File: src/rtl/gb_apu_pkg.sv
// Shared APU types and constants: step index type, per-step tick masks, default prescale.
// The masks are indexed by the step that is about to execute.
package gb_apu_pkg;

  typedef logic [2:0] fs_step_t;

  localparam logic [7:0] FS_LEN_MASK   = 8'b0101_0101;
  localparam logic [7:0] FS_SWEEP_MASK = 8'b0100_0100;
  localparam logic [7:0] FS_ENV_MASK   = 8'b1000_0000;

  localparam int FS_PRESCALE_DEFAULT = 8192;

endpackage

File: src/rtl/gb_framesequencer_if.sv
// Control and tick bundle between the APU core and its frame sequencer.
// The master side drives power and the DIV source; the slave side returns ticks and step.
interface gb_framesequencer_if;
  import gb_apu_pkg::*;

  logic     apu_en;
  logic     div_bit;
  logic     length_tick;
  logic     sweep_tick;
  logic     env_tick;
  fs_step_t step;
  logic     len_skip;

  modport master (
    output apu_en,
    output div_bit,
    input  length_tick,
    input  sweep_tick,
    input  env_tick,
    input  step,
    input  len_skip
  );

  modport slave (
    input  apu_en,
    input  div_bit,
    output length_tick,
    output sweep_tick,
    output env_tick,
    output step,
    output len_skip
  );

endinterface

File: src/rtl/gb_fs_base_tick.sv
// One-cycle 512 Hz base event source for the frame sequencer.
// FS_EXT_DIV_EN selects a falling-edge detector on div_bit instead of the internal prescaler.
module gb_fs_base_tick #(
  parameter int PRESCALE = 8192,
  parameter int PS_WIDTH = 13
) (
  input  logic clk,
  input  logic reset,
  input  logic apu_en,
  input  logic div_bit,
  output logic base_event
);

`ifdef FS_EXT_DIV_EN
  logic div_q;

  // Keeps tracking div_bit while powered down so enabling never sees a stale edge.
  always_ff @(posedge clk or negedge reset) begin
    if (!reset) begin
      div_q <= 1'b0;
    end else begin
      div_q <= div_bit;
    end
  end

  assign base_event = apu_en & div_q & ~div_bit;
`else
  localparam logic [PS_WIDTH-1:0] PS_LAST = PS_WIDTH'(PRESCALE - 1);

  logic [PS_WIDTH-1:0] ps_count;
  logic                ps_last;
  logic                unused_div_bit;

  assign ps_last        = (ps_count == PS_LAST);
  assign unused_div_bit = div_bit;

  always_ff @(posedge clk or negedge reset) begin
    if (!reset) begin
      ps_count <= '0;
    end else if (!apu_en || ps_last) begin
      ps_count <= '0;
    end else begin
      ps_count <= ps_count + 1'b1;
    end
  end

  assign base_event = apu_en & ps_last;
`endif

endmodule

File: src/rtl/gb_framesequencer.sv
// APU frame sequencer: turns the base event into length/sweep/envelope ticks over an 8-step cycle.
// Build option FS_EXT_DIV_EN takes the base event from div_bit edges instead of a prescaler.
module gb_framesequencer
  import gb_apu_pkg::*;
#(
  parameter int PRESCALE = FS_PRESCALE_DEFAULT,
  parameter int PS_WIDTH = 13
) (
  input  logic                 clk,
  input  logic                 reset,
  gb_framesequencer_if.slave   fs
);

  fs_step_t   step_q;
  fs_step_t   step_d;
  logic [2:0] ticks_q;
  logic [2:0] ticks_d;
  logic       base_event;

  gb_fs_base_tick #(
    .PRESCALE (PRESCALE),
    .PS_WIDTH (PS_WIDTH)
  ) u_base_tick (
    .clk        (clk),
    .reset      (reset),
    .apu_en     (fs.apu_en),
    .div_bit    (fs.div_bit),
    .base_event (base_event)
  );

  // Power-down wins over a coincident base event; ticks decode the step being executed.
  always_comb begin
    step_d  = step_q;
    ticks_d = '0;
    if (!fs.apu_en) begin
      step_d = '0;
    end else if (base_event) begin
      ticks_d = {FS_ENV_MASK[step_q], FS_SWEEP_MASK[step_q], FS_LEN_MASK[step_q]};
      step_d  = step_q + 3'd1;
    end
  end

  always_ff @(posedge clk or negedge reset) begin
    if (!reset) begin
      step_q  <= '0;
      ticks_q <= '0;
    end else begin
      step_q  <= step_d;
      ticks_q <= ticks_d;
    end
  end

  assign fs.length_tick = ticks_q[0];
  assign fs.sweep_tick  = ticks_q[1];
  assign fs.env_tick    = ticks_q[2];
  assign fs.step        = step_q;
  assign fs.len_skip    = step_q[0];

endmodule

File: src/flat_wrapper.sv
// flat-port wrapper written by rule: the top's interface ports become plain ports
module gb_framesequencer_flat import gb_apu_pkg::*;
#(
  parameter int PRESCALE = FS_PRESCALE_DEFAULT,
  parameter int PS_WIDTH = 13
)
  (clk, reset, fs_apu_en, fs_div_bit, fs_length_tick, fs_sweep_tick, fs_env_tick, fs_step, fs_len_skip);
  gb_framesequencer_if fs_i ();
  input  logic clk;
  input  logic reset;
  input wire logic [$bits(fs_i.apu_en)-1:0] fs_apu_en;
  input wire logic [$bits(fs_i.div_bit)-1:0] fs_div_bit;
  output wire logic [$bits(fs_i.length_tick)-1:0] fs_length_tick;
  output wire logic [$bits(fs_i.sweep_tick)-1:0] fs_sweep_tick;
  output wire logic [$bits(fs_i.env_tick)-1:0] fs_env_tick;
  output wire logic [$bits(fs_i.step)-1:0] fs_step;
  output wire logic [$bits(fs_i.len_skip)-1:0] fs_len_skip;
  assign fs_i.apu_en = fs_apu_en;
  assign fs_i.div_bit = fs_div_bit;
  assign fs_length_tick = fs_i.length_tick;
  assign fs_sweep_tick = fs_i.sweep_tick;
  assign fs_env_tick = fs_i.env_tick;
  assign fs_step = fs_i.step;
  assign fs_len_skip = fs_i.len_skip;
  gb_framesequencer #(.PRESCALE(PRESCALE), .PS_WIDTH(PS_WIDTH)) u_core (.clk(clk), .reset(reset), .fs(fs_i));
endmodule
File: config.mk
export PLATFORM = sky130hd
export DESIGN_NAME = gb_framesequencer_flat
export DESIGN_NICKNAME = d
export VERILOG_FILES = /design/src/rtl/gb_apu_pkg.sv /design/src/rtl/gb_framesequencer_if.sv /design/src/rtl/gb_fs_base_tick.sv /design/src/rtl/gb_framesequencer.sv /design/src/flat_wrapper.sv
export SDC_FILE = /design/constraint.sdc
export NUM_CORES = 1
export LEC_CHECK = 0
export ABC_AREA = 0
export ABC_CLOCK_PERIOD_IN_PS = 1600
export CORE_MARGIN = 2
export CORE_UTILIZATION = 48
export CTS_CLUSTER_DIAMETER = 50
export DETAILED_ROUTE_END_ITERATION = 10
export GPL_TIMING_DRIVEN = 0
export PLACE_DENSITY = 0.73
export SYNTH_ARGS = -nofsm -noshare
export SYNTH_HDL_FRONTEND = slang
export SYNTH_SLANG_ARGS = --single-unit
File: constraint.sdc
create_clock -name clk -period 1.6 [get_ports clk]
set_input_delay 0.32 -clock clk [delete_from_list [all_inputs] [get_ports clk]]
set_output_delay 0.32 -clock clk [all_outputs]
set_load 0.02 [all_outputs]
==> results of run 1 <==
==> metal layers <==
layer  vias to the layer above  part of all wire [%]  track usage [%]
li1                        381                     -                -
met1                       380                    47             23.3
met2                        13                    50             33.1
met3                         2                   2.4             3.09
met4                         0                  0.63             7.14
met5                         -                     0                0
==> final timing paths <==
check	from	endpoint	cells past startpoint
setup / recovery	u_core.u_base_tick.ps_count[8]	u_core.u_base_tick.ps_count[1]	4
hold / removal	u_core.fs.step[0]	u_core.ticks_q[0]	1
setup reg to reg	u_core.u_base_tick.ps_count[8]	u_core.u_base_tick.ps_count[1]	4
hold reg to reg	u_core.fs.step[0]	u_core.ticks_q[0]	1
max in group asynchronous	reset	u_core.u_base_tick.ps_count[0]	1
min in group asynchronous	reset	u_core.u_base_tick.ps_count[11]	1
==> placed cells by master (no fill, tap or decap), types with 3 or more instances in the layout <==
cell,instances
nor2_1,4
buf_4,9
ha_1,3
clkdlybuf4s50_1,4
o21ai_0,4
or3_1,4
a21oi_1,5
dlygate4sd2_1,4
nand3_1,4
dfrtp_1,17
a21oi_2,3
nand2_1,7
clkbuf_4,4
inv_1,5
mux2i_1,3
==> area by class of cell <==
class | instances | share of cell area (%)
Multi-Input combinational cell | 63 | 40.6
Sequential cell | 19 | 38.1
Timing Repair Buffer | 18 | 12.7
Tap cell | 27 | 2.69
Buffer | 4 | 2.39
Clock buffer | 4 | 2.09
Inverter | 5 | 1.50
==> stage by stage <==
step	util, %	total power [W]
final	65.3	0.000799
after global routing	65.3	0.000843
after CTS	62.1	0.000798
after detailed placement	57.8	0.000550
after global placement	57.8	0.000548
after floorplan	-	0.000527
==> state kept, by name (all words and copies together), names as in the netlist <==
name,flops
u_core.u_base_tick.ps_count,13
u_core.fs.step,3
u_core.ticks_q,3
==> worst max-delay path: cells and delay by family (launching register included) <==
kind / cells / cell delay, ps
DFF: 1 / 460
buffers and inverters: 1 / 180
and+or+nand+nor: 3 / 840
==> cell families (layout without fill, tap and decap cells) <==
group	after synthesis	after routing	share of synthesized area [%]
flip-flops	19	19	49.5
AND/OR/NAND/NOR	36	36	22.8
adder cells (fa/ha/maj)	4	4	5.22
multiplexers	3	3	3.13
buffers and inverters	9	31	4.04
XOR/XNOR	3	3	2.74
AO/OA/AOI/OAI	17	17	12.5
==> power groups by stage <==
stage / Combinational (W) / Sequential [W] / Clock (W)
2_1_floorplan: 0.0000222 / 0.000505 / 0
3_3_place_gp: 0.0000416 / 0.000507 / 0
3_5_place_dp: 0.0000429 / 0.000507 / 0
4_1_cts: 0.0000563 / 0.000495 / 0.000247
5_1_grt: 0.0000737 / 0.000496 / 0.000273
6_report: 0.0000656 / 0.000495 / 0.000239
==> repair_timing <==
| item | CTS | global route |
|---|---|---|
| gates cloned | 0 | 1 |
| setup endpoints to repair | 22 | 20 |
| resized for setup | 9 | 12 |
| buffers inserted | 6 | 2 |
| pin swaps | 2 | 7 |
==> metrics.txt, run 1 <==
root buf cell=clkbuf_4; final WL=1910 um; Synth Warn #=0; # rows=16; post-DP HPWL=1250 um; die width=48.7 um; initial DRC count=12; Reg2Reg Setup Slack=10 ps; Final nets=122; largest net degree at the start of global routing=20; die area=2370 um2; via/cell ratio=5.54; initial antenna violation count=0; storage element area=478 um2; multi-input logic area=509 um2; Async S/R FF share, synth=100%; Worst EP required=1790 ps; syn_nets=99; Starting Density=49.9%; Final period util=99.2%; sw frac=23.0%; clock period minus worst slack=1590 ps; CP Cell Sequence=nand4_1 -> buf_4 -> or4_4 -> and3_4; most common cell in the synthesized netlist=dfrtp_1; Syn-to-layout area delta=30.8%; # port buffers=9; Wirelength per Cell=13.6 um; critical path data arrival time=1770 ps; critical path peak fanout=7; final instance area=1250 um2; Synth top cells by count=dfrtp_1, a21oi_1, nand2_1; EDFF count, synth=0; top-area cell type share of the netlist area=49.5%; CP max-delay cell=or4_4; leading area contributor after synthesis=dfrtp_1; Post-Syn Area=960 um2; CTS Sinks=19; ant diodes=0; max_cap viols=0; DR DRC count=0; H-tree Lvls=1; Clock Path Buffers=2; Slew @ Worst Pin=860 ps; Slew Viols, Final=0; core area=1920 um2; Netlist cell types=28; global placement routability congestion=0.816; Gate power share=8.2%; status=finished, final reports clean; # IOs=11; # setup viols final=0; hold slack=492 ps; HP Class=reg -> reg; vias in the first global route=791; via count=776; Mapped Avg Cell Area=10.5 um2; Reg power frac=61.9%; maximum clock rate=630 MHz; Synth Flop Type=dfrtp_1; First-pass DRT Iterations=4; gr ovfl total=0; Switch Pwr=0.000184 W; Post-Place Worst Slack=-174 ps; Post-CTS Hold Buffers=0; LEAKAGE=0.582 nW; setup ws final=13.4 ps; clock slew at reported path FFs=110 ps; Skew-Pair Late Insertion Delay=290 ps; Area contributors post-synth=dfrtp_1, ha_1, a21oi_1; endpoint type of the worst setup path=flop; flops & latches, synth=19; kind of critical path=reg -> reg; CTS tree=yes; GRT Util Overall=18.9%; Internal=0.000615 W; power per standard cell area=637 nW/um2; share of cells above drive strength 1=25.7%; Fin Clk Skew=6.95 ps; CP max stage delay=530 ps; CTS buffer count=3; Slew headroom=42.5%; CP startpoint kind=flop; clock power share=29.9%; Final Non-Filler Cells=140; Antenna Nets Post-Route=0; Seq/Total Area, Yosys=49.5%; Die Height=48.7 um; RSZ-0062 raised after global routing=yes; final hold viol count=0; Setup TNS=0 ps; Max IR drop VDD=0.438 mV; placed cells=127; cell count after synthesis=91; DP Area=1110 um2; first-pass GRT wire length=3530 um; Fillers=163
No activity file was read; power rests on OpenSTA's default activity.
==> inputs of run 2 (changes only) <==
Settings changed: ABC_CLOCK_PERIOD_IN_PS 1600 to default, CORE_UTILIZATION 48 to 51, CTS_BUF_LIST from default to sky130_fd_sc_hd__clkbuf_2 sky130_fd_sc_hd__clkbuf_4 sky130_fd_sc_hd__clkbuf_8, PLACE_DENSITY 0.73 to 0.76.
==> metrics.txt, run 2 (same netlist as run 1, synthesis figures left out) <==
GRT Util Overall=20.5% (+1.6 points); most common cell after layout, fill and taps aside=dfrtp_1; setup ws final=44.1 ps (+30.6 ps); fin util=71.5% (+6.2 points); via count=801 (+3.2%); Setup TNS=0 ps (unchanged); Largest Register=u_core.u_base_tick.ps_count; reg2reg start=u_core.u_base_tick.ps_count[1]; power per standard cell area=660 nW/um2 (+3.6%); critical path data arrival time=1790 ps (+20 ps); Slew Viols, Final=0 (unchanged); Die Height=47.4 um (-2.7%); # IOs=11 (unchanged); CP startpoint kind=flop; Max IR drop VDD=0.644 mV (+47%); via/cell ratio=5.76 (+4.0%); Crit path max-delay family=simple AND/OR/NAND/NOR gates; clock slew at reported path FFs=110 ps (about the same); First-pass DRT Iterations=4 (unchanged); gr ovfl total=0 (unchanged); endpoint type of the worst setup path=flop; final instance area=1250 um2 (-0.60%); Final nets=123 (+0.82%); final WL=1940 um (+1.4%); CTS tree=yes; post-DP HPWL=1290 um (+3.1%); first-pass GRT wire length=3130 um (-11%); die width=47.4 um (-2.7%); critical path peak fanout=5 (-2); root buf cell=clkbuf_4; CP bufs+invs=1 (unchanged); Starting Density=55.0% (+5.0 points); initial DRC count=11 (-1); Slew @ Worst Pin=831 ps (-29.4 ps); DP Area=1110 um2 (-0.23%); Clock Path Buffers=2 (unchanged); max FFs per register=13 (unchanged); DR DRC count=0 (unchanged); Fin Clk Skew=3.79 ps (-3.16 ps); global placement routability congestion=0.813 (-0.33%); Post-Place Worst Slack=-195 ps (-21.6 ps); clock period minus worst slack=1560 ps (-30.6 ps); vias in the first global route=688 (-13%); status=finished, final reports clean; CTS buffer count=3 (unchanged); max_cap viols=0 (unchanged); CTS Sinks=19 (unchanged); ant diodes=0 (unchanged); stages on the worst setup path=5 (+1); Syn-to-layout area delta=30.0%; Skew-Pair Late Insertion Delay=300 ps (about the same); kind of critical path=reg -> reg; Final period util=97.2% (-1.9 points); LEAKAGE=0.564 nW (-3.0%); Wirelength per Cell=13.9 um (+2.1%); CP max-delay cell=or4_4; # rows=15 (-1); CP Cell Sequence=ha_4 -> nand4_4 -> buf_6 -> or4_4 -> a21oi_2; final hold viol count=0 (unchanged); Post-CTS Hold Buffers=0 (unchanged); Slew headroom=44.4% (+2.0 points); Worst Setup SP=u_core.u_base_tick.ps_count[1]; RSZ-0062 raised after global routing=yes; core area=1750 um2 (-9.2%); Antenna Nets Post-Route=0 (unchanged); die area=2240 um2 (-5.4%); maximum clock rate=643 MHz (+2.0%); Worst Reg-to-Reg Cells=5 (+1); HP Class=in -> async; most frequent cells in the layout=dfrtp_1, buf_4, nand2_1, a21oi_1; # setup viols final=0 (unchanged); CP max stage delay=520 ps (about the same); share of cells above drive strength 1=25.4% (-0.23 points); H-tree Lvls=1 (unchanged); initial antenna violation count=0 (unchanged); # port buffers=9 (unchanged); Worst EP required=1830 ps (+40 ps); hold slack=480 ps (-11.9 ps); largest net degree at the start of global routing=20 (unchanged)
==> run 2: per-stage QoR <==
stage / instances / power [W]
floorplan: 91 / 0.000527
global placement: 125 / 0.000547
detailed placement: 125 / 0.000549
CTS: 136 / 0.000815
global route: 139 / 0.000850
finish: 139 / 0.000823
==> run 2: routing by layer <==
metal / part of all wire, % / GRT usage, % / up-vias
met5: 0 / 0 / -
met4: 2.3 / 8.33 / 0
met3: 4.3 / 3.46 / 5
met2: 51 / 33.5 / 24
met1: 42 / 26.8 / 394
li1: - / - / 378
==> run 2: worst paths after layout <==
| kind | to | slack, ps |
|---|---|---|
| worst max-delay path | u_core.u_base_tick.ps_count[12] | 40 |
| worst min-delay path | u_core.u_base_tick.ps_count[7] | 480 |
| worst min register to register | u_core.ticks_q[0] | 520 |
| min in group clk | u_core.ticks_q[0] | 520 |
| worst max register to register | u_core.u_base_tick.ps_count[12] | 40 |
| max in group asynchronous | u_core.fs.step[0] | 550 |
==> run 2: power by group <==
part | leakage (nW) | switching [W] | total, W | internal, W
registers | 0.259 | 0.00000821 | 0.000495 | 0.000487
logic | 0.287 | 0.0000311 | 0.0000596 | 0.0000284
clock network | 0.0184 | 0.000154 | 0.000268 | 0.000114
==> run 2: cell type report <==
| cell class | instances | area (um2) |
|---|---|---|
| Fill cell | 141 | 498 |
| Sequential cell | 19 | 479 |
| Clock buffer | 4 | 30.0 |
| Tap cell | 25 | 31.3 |
| Inverter | 5 | 18.8 |
| Buffer | 4 | 30.0 |
| Timing Repair Buffer | 19 | 161 |
| Multi-Input combinational cell | 63 | 497 |
==> run 2: timing repair <==
item                                    CTS  global route
endpoints found under the setup margin   22            11
pin swaps                                 2             4
setup buffers                             6             3
gates cloned                              1             0
gates resized for setup                   9             9
endpoints found under the hold margin     0             0
